`config.mk`:
```
export PLATFORM = sky130hd
export DESIGN_NAME = hit_rec_build
export DESIGN_NICKNAME = d
export VERILOG_FILES = /design/src/rtl/hit_pkg.sv /design/src/rtl/hit_rec_fifo.sv /design/src/rtl/hit_rec_build.sv
export SDC_FILE = /design/constraint.sdc
export NUM_CORES = 1
export LEC_CHECK = 0
export CAP_MARGIN = 20
export CORE_ASPECT_RATIO = 0.7
export CORE_MARGIN = 4
export CORE_UTILIZATION = 63
export CTS_BUF_LIST = sky130_fd_sc_hd__clkbuf_16
export DETAILED_ROUTE_END_ITERATION = 8
export PLACE_DENSITY = 0.84
export SLEW_MARGIN = 10
export SYNTH_ARGS = -nofsm -noshare
export SYNTH_HDL_FRONTEND = slang
export SYNTH_SLANG_ARGS = --single-unit
```
`constraint.sdc`:
```
create_clock -name clk_sys -period 13.69 [get_ports clk_sys]
set_clock_uncertainty 0.15 [all_clocks]
set_input_delay 4.107 -clock clk_sys [delete_from_list [all_inputs] [get_ports clk_sys]]
set_output_delay 4.107 -clock clk_sys [all_outputs]
set_load 0.01 [all_outputs]
```
`src/rtl/hit_pkg.sv`:
```
// Shared definitions for the hit record builder: FSM encodings, record layout
// and flag bit positions.
package hit_pkg;

   // Record builder FSM encodings
   localparam logic [1:0] S_IDLE = 2'd0;
   localparam logic [1:0] S_ACC  = 2'd1;
   localparam logic [1:0] S_PUSH = 2'd2;

   // Stored record width: id16 + time32 + sum32 + peak16 + width16 + flag3 + 14 reserved
   localparam int REC_W = 129;

   // Bit positions inside the 3-bit flag field
   localparam int FLG_FORCE   = 0;
   localparam int FLG_SUM_SAT = 1;
   localparam int FLG_WID_SAT = 2;

   typedef struct packed {
      logic [13:0] rsvd;
      logic [2:0]  flag;
      logic [15:0] width;
      logic [15:0] peak;
      logic [31:0] sum;
      logic [31:0] tstamp;
      logic [15:0] id;
   } rec_t;

endpackage

```
`src/rtl/hit_rec_fifo.sv`:
```
// First-word-fall-through record FIFO. The head entry is always visible on
// rd_data; a write into a full FIFO is accepted only when a read retires the
// head in the same cycle. Handshake: a read happens on rd_en & !empty, a write
// happens on wr_en & (!full | read).
module hit_rec_fifo #(
   parameter int DEPTH = 4,
   parameter int WIDTH = 129,
   localparam int AW = $clog2(DEPTH),
   localparam int LW = AW + 1
) (
   input  logic             clk,
   input  logic             rst,
   input  logic             wr_en,
   input  logic [WIDTH-1:0] wr_data,
   input  logic             rd_en,
   output logic [WIDTH-1:0] rd_data,
   output logic             full,
   output logic             empty,
   output logic [LW-1:0]    level
);

   logic [WIDTH-1:0] mem [DEPTH];
   logic [AW-1:0]    wr_ptr;
   logic [AW-1:0]    rd_ptr;
   logic             do_wr;
   logic             do_rd;

   assign full    = (level == LW'(DEPTH));
   assign empty   = (level == '0);
   assign do_rd   = rd_en && !empty;
   assign do_wr   = wr_en && (!full || do_rd);
   assign rd_data = mem[rd_ptr];

   // Storage array; data only, no reset needed
   always_ff @(posedge clk) begin
      if (do_wr) mem[wr_ptr] <= wr_data;
   end

   // Pointers and occupancy; depth is a power of two so pointers wrap naturally
   always_ff @(posedge clk or posedge rst) begin
      if (rst) begin
         wr_ptr <= '0;
         rd_ptr <= '0;
         level  <= '0;
      end else begin
         if (do_wr) wr_ptr <= wr_ptr + AW'(1);
         if (do_rd) rd_ptr <= rd_ptr + AW'(1);
         if (do_wr && !do_rd)      level <= level + LW'(1);
         else if (do_rd && !do_wr) level <= level - LW'(1);
      end
   end

endmodule

```
`src/rtl/hit_rec_build.sv`:
```
// Hit record builder: integrates smoothed samples over each hit reported by the
// hit FSM, stamps the record with the start time and id, and queues it in a
// FWFT FIFO. Output handshake: a record is consumed on rec_vld & rec_rdy.
module hit_rec_build
   import hit_pkg::*;
#(
   parameter int REC_DEPTH = 4
) (
   input  logic        clk_sys,
   input  logic        rst,
   input  logic [15:0] sm_data,
   input  logic        sm_vld,
   input  logic        stu_now_hit,
   input  logic        force_end,
   input  logic [15:0] stu_hit_id,
   input  logic [15:0] cfg_base,
   input  logic        cfg_en,
   input  logic        rec_rdy,
   output logic        rec_vld,
   output logic [15:0] rec_id,
   output logic [31:0] rec_time,
   output logic [31:0] rec_sum,
   output logic [15:0] rec_peak,
   output logic [15:0] rec_width,
   output logic [2:0]  rec_flag,
   output logic [4:0]  stu_rec_lvl,
   output logic [15:0] stu_drop_cnt,
   output logic [1:0]  dbg_state
);

   localparam int LW = $clog2(REC_DEPTH) + 1;

   logic [1:0]       state;
   logic [31:0]      ts;
   logic [15:0]      id_r;
   logic [31:0]      time_r;
   logic [31:0]      sum_r;
   logic [15:0]      peak_r;
   logic [15:0]      width_r;
   logic [2:0]       flag_r;
   logic [15:0]      clip;
   logic [32:0]      sum_ext;
   logic             wr_en;
   rec_t             wr_rec;
   rec_t             head;
   logic [REC_W-1:0] rd_data;
   logic             full;
   logic             empty;
   logic             pop;
   logic [LW-1:0]    level;
   logic             unused_rsvd;

   // Baseline-subtracted sample, clipped at zero
   always_comb begin
      clip = '0;
      if (sm_data > cfg_base) clip = sm_data - cfg_base;
   end

   assign sum_ext = {1'b0, sum_r} + {17'd0, clip};

   // Free-running timestamp, wraps at 2^32
   always_ff @(posedge clk_sys or posedge rst) begin
      if (rst) ts <= '0;
      else     ts <= ts + 32'd1;
   end

   // Capture FSM and accumulators
   always_ff @(posedge clk_sys or posedge rst) begin
      if (rst) begin
         state   <= S_IDLE;
         id_r    <= '0;
         time_r  <= '0;
         sum_r   <= '0;
         peak_r  <= '0;
         width_r <= '0;
         flag_r  <= '0;
      end else begin
         case (state)
            S_IDLE: begin
               if (cfg_en && stu_now_hit) begin
                  state             <= S_ACC;
                  time_r            <= ts;
                  id_r              <= stu_hit_id;
                  flag_r            <= '0;
                  flag_r[FLG_FORCE] <= force_end;
                  if (sm_vld) begin
                     sum_r   <= {16'd0, clip};
                     peak_r  <= sm_data;
                     width_r <= 16'd1;
                  end else begin
                     sum_r   <= '0;
                     peak_r  <= '0;
                     width_r <= '0;
                  end
               end
            end
            S_ACC: begin
               if (force_end) flag_r[FLG_FORCE] <= 1'b1;
               // The falling-edge cycle closes the hit; its sample is not taken
               if (!stu_now_hit) begin
                  state <= S_PUSH;
               end else if (sm_vld) begin
                  sum_r <= sum_ext[32] ? 32'hFFFF_FFFF : sum_ext[31:0];
                  if (sum_ext >= 33'h0_FFFF_FFFF) flag_r[FLG_SUM_SAT] <= 1'b1;
                  if (sm_data > peak_r) peak_r <= sm_data;
                  if (width_r != 16'hFFFF) width_r <= width_r + 16'd1;
                  if (width_r >= 16'hFFFE) flag_r[FLG_WID_SAT] <= 1'b1;
               end
            end
            S_PUSH:  state <= S_IDLE;
            default: state <= S_IDLE;
         endcase
      end
   end

   // Write strobe registered out of S_PUSH so the FIFO write lands one edge later
   always_ff @(posedge clk_sys or posedge rst) begin
      if (rst) wr_en <= 1'b0;
      else     wr_en <= (state == S_PUSH);
   end

   // Record snapshot taken while the FSM sits in S_PUSH
   always_ff @(posedge clk_sys) begin
      if (state == S_PUSH) begin
         wr_rec <= '{rsvd: '0, flag: flag_r, width: width_r, peak: peak_r,
                     sum: sum_r, tstamp: time_r, id: id_r};
      end
   end

   assign rec_vld = !empty;
   assign pop     = rec_vld && rec_rdy;

   // Count records lost to a full FIFO, saturating
   always_ff @(posedge clk_sys or posedge rst) begin
      if (rst) stu_drop_cnt <= '0;
      else if (wr_en && full && !pop && stu_drop_cnt != 16'hFFFF)
         stu_drop_cnt <= stu_drop_cnt + 16'd1;
   end

   hit_rec_fifo #(
      .DEPTH (REC_DEPTH),
      .WIDTH (REC_W)
   ) u_fifo (
      .clk     (clk_sys),
      .rst     (rst),
      .wr_en   (wr_en),
      .wr_data (wr_rec),
      .rd_en   (rec_rdy),
      .rd_data (rd_data),
      .full    (full),
      .empty   (empty),
      .level   (level)
   );

   assign head        = rec_t'(rd_data);
   assign rec_id      = head.id;
   assign rec_time    = head.tstamp;
   assign rec_sum     = head.sum;
   assign rec_peak    = head.peak;
   assign rec_width   = head.width;
   assign rec_flag    = head.flag;
   assign unused_rsvd = ^head.rsvd;
   assign stu_rec_lvl = 5'(level);
   assign dbg_state   = state;

endmodule
```
==> impl_metrics.py, run 1 <==
metrics = {
    "timing": {
        "final_setup_tns_ns": 0,
        "maximum_clock_rate_mhz": 104.8,
        "post-route-period-util_pct": 69.67,
        "measured_slew_at_the_worst_slew_check_pin_ns": 1.077,
        "fin_crit_ns": 9.538,
        "report.final.slew_viol_count": 0,
        "setup_repair_after_global_routing_missed_its_margin": "false",
        "setup_viol_count_final": 0,
        "count_of_final_hold_check_violations": 0,
        "timing.max_slew.rel_slack_pct": 28.20,
    },
    "critical_path": {
        "critical_path.slowest_cell": "nand3_1",
        "source_of_the_worst_register_to_register_timing_path": "sum_r[0]",
        "cp.buffers_inverters": 3,
        "critical_path.max_stage_delay_ns": 0.72,
        "reg2reg_to": "flag_r[1]",
        "critical_path_source_type": "primary input",
        "critical-path-top-delay-family": "compound AO/OA/AOI/OAI gates",
        "cp-end-kind": "register",
        "worst-r2r-setup-slack_ns": 9.91,
        "timing.critical_path.required_ns": 14.05,
        "worst_path_fanout_max": 19,
        "cp_cell_sequence": "clkdlybuf4s50_1, inv_1, ha_1, fa_1, nor2b_1, o2111ai_1, a21oi_1, o31ai_1, a21boi_0, a2bb2oi_1, buf_4, nor2b_1, ha_1, fa_1, a21o_1, a22oi_1, a21boi_0, o21ai_2, nor3b_2, nand3_1, a21oi_1, a21oi_1, o21ai_0",
        "worstRegToRegCells": 11,
        "crit_arrival_ns": 9.90,
        "critical_path_class": "primary input to register",
        "critical_path.most_common_cell": "a21oi_1",
    },
    "global_routing": {
        "grt_pass1_wl_um": 101800,
        "grt_antenna_before_repair": 0,
        "global_route.overflow_total": 0,
        "grt_start_max_net_pins": 67,
        "global_route.usage.total_pct": 26.30,
        "vias_in_the_first_global_route": 16990,
    },
    "power": {
        "power_density_nw_per_um2": 176.4,
        "leakage_power_nw": 12.52,
        "p_sw_share_pct": 27.14,
        "comb_power_share_pct": 24.0,
        "p_sw_mw": 1.664,
        "cellInternalPower_mw": 4.466,
        "vdd_ir_drop_max_mv": 0.1108,
        "share_seq_of_total_power_pct": 45.0,
        "clockPowerShare_pct": 31.0,
        "fin_total_pwr_mw": 6.130,
    },
    "hold_path": {
        "hold-path-endpoint": "wr_rec[25]",
        "whs_path_depth": 0,
        "min-delay-start": "time_r[9]",
        "hold_path.class": "register to register",
    },
    "clock_network": {
        "clock_root_cell": "clkbuf_16",
        "cts_inserted_buffers": 67,
        "clkSlewWorstSetupHoldPaths_ns": 0.07,
        "post_cts_buffers": 0,
        "clock_tree.htree_level_count": 3,
        "clock_sinks": 748,
        "cts_resized": 0,
        "tritoncts": "built",
        "clock_latency_ns": 0.59,
        "cts_max_path_buffers": 3,
        "cts-hold-fix-buffers": 0,
    },
    "routing": {
        "route.final.wire_length_um": 65650,
        "dr_total_vias": 16240,
        "drc": 0,
        "drtPass1Iterations": 5,
        "ant_nets_after_route": 0,
        "route.detailed.wl_per_inst_um": 25.19,
        "detail_route.iter0.violations": 1696,
        "routed_via_density": 6.233,
    },
    "final_layout": {
        "drive_gt1_share_pct": 15.30,
        "sequential_cell_area_in_the_final_layout_um2": 21600,
        "finalNetCount": 2057,
        "layout_stage_area_growth_over_the_synthesis_result_pct": 16.21,
        "antenna_cells": 0,
        "filler_cells": 2597,
        "finalCoreUtilization_pct": 74.49,
        "area_of_the_multi_input_gates_um2": 7933,
    },
    "logic_synthesis": {
        "postSynth.topFlopCell": "edfxtp_1",
        "register_bit_total_from_synthesis": 748,
        "synth.cells.most_frequent": "edfxtp_1, dfrtp_1, mux4_2",
        "syn-cell-area_um2": 29910,
        "synth.most_common_cell": "edfxtp_1",
        "synth-async-reset-ratio_pct": 23.13,
        "netlist.top_cell.by_area": "edfxtp_1",
        "synth.distinct_cells": 71,
        "synth-seq-area-share_pct": 72.21,
        "synth_cells": 1722,
        "yosys.area.top_type_share_pct": 57.73,
        "yosysWarningCount": 0,
        "largest_cells_by_area_after_synthesis": "edfxtp_1, dfrtp_1, mux4_2",
        "synth_area_per_cell_um2": 17.37,
        "synth_edf_count": 575,
    },
    "placed_design": {
        "place.gp.congestion": 0.8916,
        "dp.final_hpwl_um": 39230,
        "portBuffers": 191,
    },
    "floorplan": {
        "dieWidth_um": 268.4,
        "placement_rows": 66,
        "io_pins": 194,
        "die-height_um": 190.3,
        "starting_utilization_of_the_core_area_pct": 64.10,
        "die_area_um2": 51080,
        "placeableCoreArea_um2": 46660,
    },
    "job": {
        "drv.max_cap_violation_count": 0,
    },
    "status": {
        "outcome": "finished, final reports clean",
    },
}
worst register-to-register path: stages (launching register included):
cell and delay (ns):
dfrtp_1 0.44, ha_1 0.27, fa_1 0.42, a21o_1 0.25, a22o_1 0.29, o211a_1 0.25
nor4_2 0.32, nand4_1 0.15, or4_1 0.51, a2111oi_2 0.36, nand4_1 0.14, o21ai_1 0.15
layout make-up:
type                            count  area share [%]
Sequential cell                   748           62.16
Timing Repair Buffer              209           5.890
Multi-Input combinational cell    867           22.82
Clock inverter                     51           1.343
Tap cell                          612           2.203
Inverter                           49          0.5436
Clock buffer                       70           5.040
registers in the layout, summed over array words and instances (netlist names):
signal         count
ts                32
width_r           16
sum_r             32
time_r            32
dbg_state          2
u_fifo.mem       460
u_fifo.level       3
u_fifo.rd_ptr      2
wr_rec           115
flag_r             3
peak_r            16
wr_en              1
id_r              16
u_fifo.wr_ptr      2
stu_drop_cnt      16
power groups by stage:
stage,Clock [mW],Sequential [mW],Combinational (mW)
global placement,0,2.79,1.46
CTS,1.93,2.76,1.49
detailed placement,0,2.80,1.47
global route,2.03,2.78,1.58
finish,1.90,2.76,1.47
floorplan,0,2.70,0.905
placed cells by master, fill, tap and decap left out, types with 11 or more instances in the layout:
master / count
clkinv_2: 11
clkbuf_16: 70
o21ai_0: 57
ha_1: 57
o21a_1: 14
xor2_1: 29
nor2_1: 64
edfxtp_1: 575
mux2_2: 52
clkdlybuf4s50_1: 191
nor3_1: 15
and3_1: 13
nor2b_1: 19
a22o_1: 12
mux4_2: 115
clkinv_1: 12
xnor2_1: 62
nand3_1: 34
nand4_1: 31
mux2i_1: 17
buf_4: 18
a21oi_1: 53
inv_1: 59
dfrtp_1: 171
nand2_1: 84
and2_1: 18
a21o_1: 15
logic make-up after synthesis:
kind of cell	Yosys count	share of synthesized area, %
compound gates	213	4.598
xor+xnor	91	2.665
fa+ha+maj	60	2.585
buf+inv	108	1.397
flops	748	72.21
mux	184	11.19
other cells	1	0.01254
simple gates	317	5.347
per-stage QoR:
step | instance area (µm²) | setup slack (ns) | hold slack [ns] | instances
final | 34760 | 4.152 | 0.2969 | 2606
after floorplan | 29910 | 4.745 | 0.2696 | 1723
after CTS | 34760 | 4.262 | 0.2939 | 2606
after global routing | 34760 | 3.682 | 0.3051 | 2606
after detailed placement | 32540 | 3.666 | 0.2784 | 2485
after global placement | 32540 | 3.846 | 0.2762 | 2485
routing by layer:
layer / vias up / part of all wire, % / track usage, %
met2: 622 / 48 / 42.19
met3: 98 / 6.5 / 4.334
li1: 7115 / - / -
met1: 8409 / 43 / 39.26
met4: 0 / 1.8 / 5.706
met5: - / 0 / 0
worst max-delay path by stage:
stage               cells past startpoint   startpoint  slack (ns)            to
floorplan                               1          rst        4.74  dbg_state[0]
global placement                       20  cfg_base[1]        3.85      sum_r[6]
detailed placement                     23   sm_data[0]        3.67     sum_r[15]
CTS                                    23   sm_data[0]        4.26     sum_r[15]
global route                           20  cfg_base[1]        3.68      sum_r[2]
finish                                 23   sm_data[0]        4.15      sum_r[9]
(Power assumes the default switching activity.)
==> run 2: changes to the inputs <==
Settings changed: CORE_UTILIZATION 63 to 53, PLACE_DENSITY 0.84 to 0.75.
Clock period 13.69 ns to 8.6 ns, I/O delays scaled along.
==> run 2 against run 1 <==
Compared with the run above: register-to-register slack lost 5.1 ns; via count shrank 2.3%; final cell count grew 5.6%; die area grew 18%; power grew 60%; sequential share of layout area shrank 0.61 points; non-clock buffer count grew 8; count of clock-buffer cells in the layout grew 4; first-iteration DRC count shrank 29%; combinational power grew 60%.
==> impl_metrics.py, run 2 (same netlist as run 1, synthesis figures left out) <==
metrics = {
    "status": {
        "outcome": "finished, final reports clean",
    },
    "timing": {
        "maximum_clock_rate_mhz": 128.7,
        "timing.max_slew.rel_slack_pct": 28.59,
        "count_of_final_hold_check_violations": 0,
        "final_setup_tns_ns": 0,
        "measured_slew_at_the_worst_slew_check_pin_ns": 1.071,
        "fin_crit_ns": 7.771,
        "setup_repair_after_global_routing_missed_its_margin": "false",
        "worst_hold_slack_ns": 0.2765,
        "report.final.slew_viol_count": 0,
        "final_critical_path_setup_slack_ns": 0.8291,
        "setup_viol_count_final": 0,
        "post-route-period-util_pct": 90.36,
    },
    "placed_design": {
        "dp.final_hpwl_um": 39000,
        "pre_cts_slack_ns": 0.2999,
        "place.gp.congestion": 0.8883,
        "post-place-cells": 2621,
        "portBuffers": 191,
    },
    "clock_network": {
        "cts_inserted_buffers": 71,
        "cts_max_path_buffers": 3,
        "post_cts_buffers": 0,
        "clock_sinks": 748,
        "clkSlewWorstSetupHoldPaths_ns": 0.06,
        "cts_resized": 0,
        "clock_root_cell": "clkbuf_16",
        "clock_latency_ns": 0.61,
        "clock_tree.htree_level_count": 3,
        "tritoncts": "built",
        "cts-hold-fix-buffers": 0,
    },
    "floorplan": {
        "starting_utilization_of_the_core_area_pct": 53.89,
        "dieWidth_um": 291.9,
        "die_area_um2": 60350,
        "placement_rows": 72,
        "io_pins": 194,
        "die-height_um": 206.7,
        "placeableCoreArea_um2": 55490,
    },
    "final_layout": {
        "registers.top_by_ff_count": "u_fifo.mem",
        "largestRegisters": "u_fifo.mem (460), wr_rec (115)",
        "layout_stage_area_growth_over_the_synthesis_result_pct": 17.36,
        "filler_cells": 3913,
        "finalNetCount": 2069,
        "mostFrequentLayoutCell": "edfxtp_1",
        "final_cell_count_no_fill": 2753,
        "antenna_cells": 0,
        "most-common-layout-cells": "edfxtp_1, clkdlybuf4s50_1, dfrtp_1, mux4_2, nand2_1",
        "finalCoreUtilization_pct": 63.25,
        "largest_register_ff_count": 460,
        "drive_gt1_share_pct": 15.50,
    },
    "hold_path": {
        "hold_path.class": "register to register",
        "whs_path_depth": 0,
    },
    "routing": {
        "ant_nets_after_route": 0,
        "drtPass1Iterations": 5,
        "dr_total_vias": 15870,
        "route.final.wire_length_um": 62340,
        "routed_via_density": 5.766,
        "route.detailed.wl_per_inst_um": 22.64,
        "detail_route.iter0.violations": 1211,
        "drc": 0,
    },
    "power": {
        "power_density_nw_per_um2": 279.5,
        "vdd_ir_drop_max_mv": 0.1448,
        "leakage_power_nw": 12.65,
    },
    "global_routing": {
        "vias_in_the_first_global_route": 16540,
        "grt_start_max_net_pins": 95,
        "grt_antenna_before_repair": 0,
        "grt_pass1_wl_um": 97200,
        "global_route.usage.total_pct": 20.95,
        "global_route.overflow_total": 0,
    },
    "critical_path": {
        "worst_path_fanout_max": 7,
        "critical_path_class": "primary input to register",
        "timing.critical_path.required_ns": 8.98,
        "crit_arrival_ns": 8.15,
        "worstRegToRegCells": 11,
        "critical_path_source_type": "primary input",
        "cp-end-kind": "register",
    },
    "job": {
        "drv.max_cap_violation_count": 0,
    },
}
==> run 2: cell count changes in the layout (fill, tap and decap cells not counted), sizes merged <==
cell	previous run	this run
inv	65	74
buf	18	26
clkbuf	70	74
bufinv	8	6
clkinv	23	25
clkinvlp	4	2
==> run 2: per-layer routing <==
layer | track usage [%] | up-vias | wire [µm]
met4 | 5.735 | 0 | 1337
met1 | 29.98 | 8209 | 28000
met3 | 4.374 | 85 | 3716
met2 | 33.43 | 424 | 29280
li1 | - | 7155 | -
met5 | 0 | - | 0
==> run 2: worst paths after layout <==
path | from | slack, ns | end
max | cfg_base[1] | 0.83 | flag_r[1]
min in group asynchronous | rst | 2.32 | u_fifo.level[2]
min reg2reg | time_r[0] | 0.28 | wr_rec[16]
min | time_r[0] | 0.28 | wr_rec[16]
max reg2reg | sum_r[0] | 4.81 | flag_r[1]
max in group asynchronous | rst | 4.92 | time_r[4]
==> run 2: area by class of cell <==
type | count | area, µm² | area share, %
tap | 740 | 925.9 | 2.638
timing repair buffer | 217 | 2120 | 6.039
clock buffer | 74 | 1852 | 5.276
clock inverter | 58 | 479.2 | 1.365
multi-input combinational | 867 | 7930 | 22.59
sequential | 748 | 21600 | 61.55
inverter | 49 | 188.9 | 0.5383
==> run 2: critical path, cell delays in order <==
cell and delay (ns):
clkdlybuf4s50_1 0.51, inv_1 0.06, ha_1 0.28, nor2b_1 0.15, o31a_1 0.31, o41ai_1 0.29, buf_4 0.19, nor2b_1 0.05
a311o_1 0.36, xor2_1 0.38, and2_1 0.19, ha_1 0.32, a21oi_2 0.24, o21ai_0 0.23, and2_2 0.28, nor4_2 0.35
nand4_1 0.16, or4_1 0.51, a2111oi_2 0.38, nand4_1 0.16, o21ai_1 0.16
==> run 2: per-stage QoR <==
stage	instance area (µm²)	power, mW
after global routing	35100	10.25
after floorplan	29910	5.734
after detailed placement	32770	6.831
after CTS	35100	9.934
after global placement	32770	6.801
final	35100	9.809
==> run 2: where the power goes <==
group | internal, mW | total [mW] | switching, mW
Combinational | 1.26 | 2.35 | 1.09
Sequential | 4.13 | 4.37 | 0.238
Clock | 1.76 | 3.09 | 1.33
